--- src/rtl/mem_bus_arbiter.sv ---
// Two-requester (fetch/data) round-robin arbiter in front of a single APB-style master port.
// Stalled slaves are cut off after TIMEOUT wait cycles and the transfer completes with bus_err.
module mem_bus_arbiter #(
  parameter int unsigned TIMEOUT = 15
) (
  input  logic        clk,
  input  logic        reset,

  input  logic        if_req,
  input  logic [31:0] if_addr,
  output logic [31:0] if_rdata,
  output logic        if_ready,

  input  logic        d_req,
  input  logic        d_we,
  input  logic [31:0] d_addr,
  input  logic [31:0] d_wdata,
  input  logic [3:0]  d_strb,
  output logic [31:0] d_rdata,
  output logic        d_ready,

  output logic        bus_err,

  output logic        psel,
  output logic        penable,
  output logic        pwrite,
  output logic [31:0] paddr,
  output logic [31:0] pwdata,
  output logic [3:0]  pstrb,
  input  logic [31:0] prdata,
  input  logic        pready
);

  typedef enum logic [1:0] {
    ST_IDLE,
    ST_SETUP,
    ST_ACCESS,
    ST_DONE
  } state_e;

  localparam logic       REQ_IF    = 1'b0;
  localparam logic       REQ_D     = 1'b1;
  localparam logic [7:0] TIMEOUT_W = 8'(TIMEOUT);

  state_e      state_q;
  state_e      state_d;
  logic        last_q;
  logic        gnt_q;
  logic [7:0]  wait_q;
  logic [7:0]  wait_inc;
  logic        grant;
  logic        grant_sel;
  logic        timeout_hit;
  logic        xfer_end;
  logic [31:0] xfer_rdata;

  // Saturating increment: the counter sticks at its maximum instead of wrapping.
  assign wait_inc    = (wait_q == 8'hFF) ? wait_q : wait_q + 8'd1;
  assign timeout_hit = (state_q == ST_ACCESS) && !pready && (wait_inc == TIMEOUT_W);
  assign xfer_end    = (state_q == ST_ACCESS) && (pready || timeout_hit);
  assign xfer_rdata  = (pready && !pwrite) ? prdata : 32'h0;

  // NOTE: every signal driven here gets a default first, so no path leaves it unassigned and no latch is inferred.
  always_comb begin
    state_d   = state_q;
    grant     = 1'b0;
    grant_sel = REQ_IF;
    psel      = 1'b0;
    penable   = 1'b0;
    unique case (state_q)
      ST_IDLE: begin
        if (if_req || d_req) begin
          grant   = 1'b1;
          state_d = ST_SETUP;
          // Under contention the requester that was not served last goes next.
          if (if_req && d_req) grant_sel = ~last_q;
          else                 grant_sel = d_req ? REQ_D : REQ_IF;
        end
      end
      ST_SETUP: begin
        psel    = 1'b1;
        state_d = ST_ACCESS;
      end
      ST_ACCESS: begin
        psel    = 1'b1;
        penable = 1'b1;
        if (xfer_end) state_d = ST_DONE;
      end
      ST_DONE: begin
        state_d = ST_IDLE;
      end
      default: state_d = ST_IDLE;
    endcase
  end

  // NOTE: sequential state uses non-blocking assignments so every register samples pre-edge values.
  always_ff @(posedge clk or negedge reset) begin
    if (!reset) state_q <= ST_IDLE;
    else        state_q <= state_d;
  end

  always_ff @(posedge clk or negedge reset) begin
    if (!reset) begin
      last_q <= REQ_D;
      gnt_q  <= REQ_IF;
    end else if (grant) begin
      last_q <= grant_sel;
      gnt_q  <= grant_sel;
    end
  end

  always_ff @(posedge clk or negedge reset) begin
    if (!reset) begin
      wait_q <= 8'h00;
    end else if (grant) begin
      wait_q <= 8'h00;
    end else if ((state_q == ST_ACCESS) && !pready) begin
      wait_q <= wait_inc;
    end
  end

  // Winner's request is captured at grant; the requester may change its inputs freely afterwards.
  always_ff @(posedge clk or negedge reset) begin
    if (!reset) begin
      paddr  <= 32'h0;
      pwdata <= 32'h0;
      pstrb  <= 4'b0000;
      pwrite <= 1'b0;
    end else if (grant) begin
      if (grant_sel == REQ_D) begin
        paddr  <= d_addr;
        pwdata <= d_wdata;
        pstrb  <= d_we ? d_strb : 4'b0000;
        pwrite <= d_we;
      end else begin
        paddr  <= if_addr;
        pwdata <= 32'h0;
        pstrb  <= 4'b0000;
        pwrite <= 1'b0;
      end
    end
  end

  // Ready/bus_err are registered on the ACCESS->DONE edge, so they are high exactly during DONE.
  always_ff @(posedge clk or negedge reset) begin
    if (!reset) begin
      if_ready <= 1'b0;
      d_ready  <= 1'b0;
      bus_err  <= 1'b0;
      if_rdata <= 32'h0;
      d_rdata  <= 32'h0;
    end else begin
      if_ready <= 1'b0;
      d_ready  <= 1'b0;
      bus_err  <= 1'b0;
      if (xfer_end) begin
        bus_err <= !pready;
        if (gnt_q == REQ_D) begin
          d_ready <= 1'b1;
          d_rdata <= xfer_rdata;
        end else begin
          if_ready <= 1'b1;
          if_rdata <= xfer_rdata;
        end
      end
    end
  end

endmodule

--- config.mk ---
export PLATFORM = sky130hd
export DESIGN_NAME = mem_bus_arbiter
export DESIGN_NICKNAME = d
export VERILOG_FILES = /design/src/rtl/mem_bus_arbiter.sv
export SDC_FILE = /design/constraint.sdc
export NUM_CORES = 1
export LEC_CHECK = 0
export CORE_MARGIN = 8
export CORE_UTILIZATION = 25
export CTS_CLUSTER_DIAMETER = 30
export DETAILED_ROUTE_END_ITERATION = 7
export GPL_TIMING_DRIVEN = 0
export MAX_ROUTING_LAYER = met4
export PLACE_DENSITY = 0.62
export REMOVE_ABC_BUFFERS = 1
export SETUP_SLACK_MARGIN = 0.02
export SLEW_MARGIN = 20
export SYNTH_ARGS = -nofsm -noshare
export SYNTH_HDL_FRONTEND = slang
export SYNTH_SLANG_ARGS = --single-unit
--- constraint.sdc ---
create_clock -name clk -period 2.9 [get_ports clk]
set_input_delay 0.29 -clock clk [delete_from_list [all_inputs] [get_ports clk]]
set_output_delay 0.29 -clock clk [all_outputs]
set_load 0.02 [all_outputs]
Word level (Yosys, flattened, before mapping) --
Index checks and enable logic that the tools add are counted.
Word-level totals: flip-flop bits (word level) 148, input bits 138, output and inout port bits 138, word-level logic and storage cells 63
Operators by class: add/subtract/negate cells 1, equality and inequality tests 7, mux-type cells 25, bitwise operators 2, reduce and logical (&&, ||, !) cells 15
Operator list (number):
- 2-to-1 mux 32 bit | 3
- 2-to-1 mux 8 bit | 3
- 2-to-1 mux 1 bit | 14
- adder 8 x 1 -> 8 bit, second input constant | 1
- equality test 8 x 4 -> 1 bit, second input constant | 1
- equality test 8 bit, second input constant | 1
- 2-to-1 mux 4 bit | 2
- case mux 2 bit (4 select lines) | 1
- AND reduction 2 bit | 3
- logical AND 1 bit | 5
- equality test 2 bit, second input constant | 2
- 2-to-1 mux 2 bit | 2
- inequality test 2 bit, second input constant | 2
- equality test 2 x 1 -> 1 bit, second input constant | 1
- zero test 1 bit | 2
- zero test 2 bit | 1
- logical OR 1 bit | 2
- NOT 1 bit | 2
- nonzero test 2 bit | 1
- OR reduction 2 bit | 1

Depth between registers and ports, before layout --
depth in word-level cells 8, gate-level depth with buffers 8, gate-level depth less buffers 7

Worst setup path before layout --
OpenSTA, ideal clock, no wires.
path type register to register, start reg state_q[0], end reg state_q[1], library setup time 0.126 ns, arrival 2.059 ns, setup slack 0.715 ns, cell stages (with the launch flop) 8, clock period less this slack 2.185 ns, cell sequence dfrtp_1 inv_1 ha_1 and2b_1 and3_1 mux2i_2 or3_4 a311o_1
Between the ends: longest elaborated chain between the ends 7, elaborated cells on any way between the ends 12
Ends and longest elaborated chain:
- from (decl) | RTL line 45 | state_e state_q;
- from (signal assigned) | RTL line 99 | else state_q <= state_d;
- equality test 2 bit | RTL line 59, 60, 70
- logical AND 1 bit (2 in a row) | RTL line 59 | assign timeout_hit = (state_q == ST_ACCESS) && !pready && (wait_inc == TIMEOUT_W);
- logical OR 1 bit | RTL line 60 | assign xfer_end = (state_q == ST_ACCESS) && (pready || timeout_hit);
- logical AND 1 bit | RTL line 60
- inequality test 2 bit (no source line)
- AND reduction 2 bit (no source line)
Parallel ways exist; a longest one is shown, timed or not. A chain may end at the register's enable or synchronous reset.

Final worst setup path --
start reg state_q[0], end reg if_rdata[17]
Between the ends: longest elaborated chain between the ends 6
Ends and longest elaborated chain:
- equality test 2 bit (*) | RTL line 59, 60
- logical AND 1 bit (2 in a row) | RTL line 59
- logical OR 1 bit | RTL line 60
- logical AND 1 bit (*) | RTL line 60
- AND reduction 2 bit (no source line) (*)
- to (signal assigned) | RTL line 163 | if_rdata <= xfer_rdata;
- to (decl) | RTL line 11 | output logic [31:0] if_rdata,
Mark *: on every way between the ends. The rest lies on a longest branch, timed or not.

==> flow_summary.yaml <==
route:
  dr_total_vias: 5502
  drt_first_pass_iters: 4
  viasPerCell: 4.543
  wl_um: 21940
  drcViolationCount: 0
  post_drt_wl_per_cell_um: 18.11
  drtIter0Drc: 313
  ant_nets: 0
place:
  place_congestion: 0.7360
  dpl.hpwl_um: 16370
  dpl.cell_count: 1178
  dp_slack_ns: 0.1356
  dpl-instance-area_um2: 9764
  io_buffers: 275
global_route:
  grt.overflow.total: 0
  grt_pass1_vias: 5949
  grt_use_total: 0.1447
  grt_pass1_wl_um: 33990
  grt_max_degree: 83
  grt_antenna_before_repair: 0
yosys:
  yosysWarnings: 0
  synth-async-reset-ratio: 1.000
  synth_compound_area_frac: 0.2288
  synth.area.top_cells: "dfrtp_1 57%, o21ai_0 7.4%, a22oi_1 7.2%, mux2i_1 5.1%, a22o_1 4.5%"
  synth_mux_area_frac: 0.05355
  synth_common_cells: "147 x dfrtp_1, 95 x o21ai_0, 68 x inv_1"
  synth.top_cell.area_share: 0.5725
  synth_edf_count: 0
  yosys.cell_types.count: 48
  yosysTopAreaCell: "dfrtp_1"
  syn_inst: 601
  yosysMostFrequentCell: "dfrtp_1"
  ys_ff_latch: 148
  synthAdderAreaFrac: 0.005842
  syn_avg_cell_area_um2: 10.69
  synth_simple_gate_area_frac: 0.06251
  netlist_area_um2: 6425
  ys_seq_area_frac: 0.5766
  synthFlopType: "dfrtp_1"
  synth_top_family_by_area: "compound AO/OA/AOI/OAI gates"
  synthXorXnorAreaFrac: 0.004090
clock_tree:
  cts_resized: 0
  post-cts-setup-buffer-count: 0
  clk_latency_ns: 0.42
  h-tree-depth: 4
  numCtsBuffers: 17
  cts_buffer_depth: 2
  clkTransAtPathRegs_ns: 0.07
  cts-root-buf: "clkbuf_16"
  cts.sinks: 148
  cts_tree: "built"
final_layout:
  nets: 1009
  fin_util: 0.4116
  fin_cells: 1211
  final_area_um2: 10360
  antennaDiodeCount: 0
  areaGrowthSynthToFinish_pct: 61.32
  n_fill_cell: 2436
  drive_gt1_frac: 0.07037
sta:
  maxSlewHeadroom: 0.6288
  tightest_slew_ns: 0.5547
  final-hold-violation-count: 0
  final.setup_skew_ns: 0.01117
  hold_slack_ns: 0.4071
  period_minus_slack_ns: 2.533
  finalCritPeriodShare: 0.8736
  setup_viol_count_final: 0
  rsz0062_at_grt: "no"
  layout_setup_ws_ns: 0.3666
  fin_setup_tns_ns: 0
  max_freq_ghz: 0.3947
  slew_viol_final: 0
setup_path:
  worstPathMaxFanout: 19
  slowest_stage: "o31ai_4"
  worstPathCellList: "inv_1 -> ha_1 -> and2b_1 -> and3_1 -> mux2i_2 -> o31ai_4 -> buf_6 -> buf_8 -> o21ai_0"
  startpoint_type: "flop"
  max_stage_delay_ns: 0.47
  arrival_ns: 2.82
  r2r-start: "state_q[0]"
  critPathRequiredTime_ns: 3.19
  path_class: "flop to flop"
  cp-end-kind: "flop"
  crit_start: "state_q[0]"
power:
  max-vdd-ir-drop_mv: 0.5341
  power_density_nw_per_um2: 1115
  total_power_mw: 11.56
  leakagePower_nw: 4.687
die:
  coreArea_um2: 25180
  std_cell_rows: 58
  io_pins: 276
  start_util: 0.2551
  die_area_um2: 31090
  die_w_um: 176.3
  die_h_um: 176.3
outcome:
  status: "completed"
flow_run:
  drv_cap: 0
min_path:
  hold_path_class: "input pin to async pin"
## sequential cells by signal, indices dropped and copies added (netlist names)
register  flops
wait_q        8
if_rdata     32
state_q       2
paddr        32
gnt_q         1
pwdata       32
d_ready       1
bus_err       1
if_ready      1
pstrb         4
pwrite        1
d_rdata      32
last_q        1
## what timing repair did
action / in CTS / in global routing
hold endpoints to repair: 65 / 0
endpoints found under the setup margin: 0 / 0
hold buffers: 1 / 0
## layer usage
metal / up-vias / GRT usage / share of wire
li1: 2673 / - / -
met1: 2591 / 0.1776 / 0.44
met2: 232 / 0.2155 / 0.45
met3: 6 / 0.06516 / 0.11
met4: 0 / 0.03179 / 0.0046
met5: - / - / 0
## kinds of logic after synthesis
logic type	Yosys count
AOI/OAI and AO/OA	222
muxes	34
and+or+nand+nor	81
adders and majority gates	3
xor gates and xnor gates	3
buffers and inverters	110
DFF	148
## power by group
part	switching, mW	total (mW)	internal [mW]
clock network	0.998	2.23	1.23
logic	2.89	5.69	2.80
registers	0.637	3.63	3.00
total	4.53	11.6	7.03
## critical path: cells and delay by family (launching register included)
family | cells | cell delay [ns]
DFF | 1 | 0.38
AOI/OAI and AO/OA | 2 | 0.57
adders and majority gates | 1 | 0.31
and+or+nand+nor | 2 | 0.49
muxes | 1 | 0.11
buffers and inverters | 3 | 0.53
## area by class of cell
class	count	area (um2)	area share
inverter	68	255.2	0.02463
timing repair buffer	290	3078	0.2970
clock buffer	18	429.2	0.04141
tap	330	412.9	0.03984
sequential	148	3705	0.3574
multi-input combinational	343	2323	0.2242
clock inverter	14	161.4	0.01557
## cells in the final DEF (no fill, tap or decap), types with 4 or more instances in the layout
cell	Yosys	layout
o21ai_0	95	95
a32o_1	4	4
clkdlybuf4s50_1	0	274
inv_6	0	5
inv_8	0	4
buf_12	0	4
nand4_1	4	4
buf_16	0	7
a22oi_1	62	62
dfrtp_1	147	147
a22o_1	33	33
nand3_1	4	4
o21ai_1	5	4
inv_1	68	68
clkbuf_16	0	17
nand2_1	40	39
a21oi_1	9	9
mux2i_1	33	33
nor2_1	13	11
## final timing paths
| path | cells after the start | slack, ns | end |
|---|---|---|---|
| setup / recovery | 9 | 0.37 | if_rdata[17] |
| hold / removal | 2 | 0.41 | d_rdata[14] |
| setup reg to reg | 9 | 0.37 | if_rdata[17] |
| hold reg to reg | 2 | 0.48 | paddr[14] |
| max in group asynchronous | 3 | 1.68 | pwdata[12] |
| min in group clk | 2 | 0.46 | pwdata[30] |
Note: power is estimated with default switching activity, not from simulation.
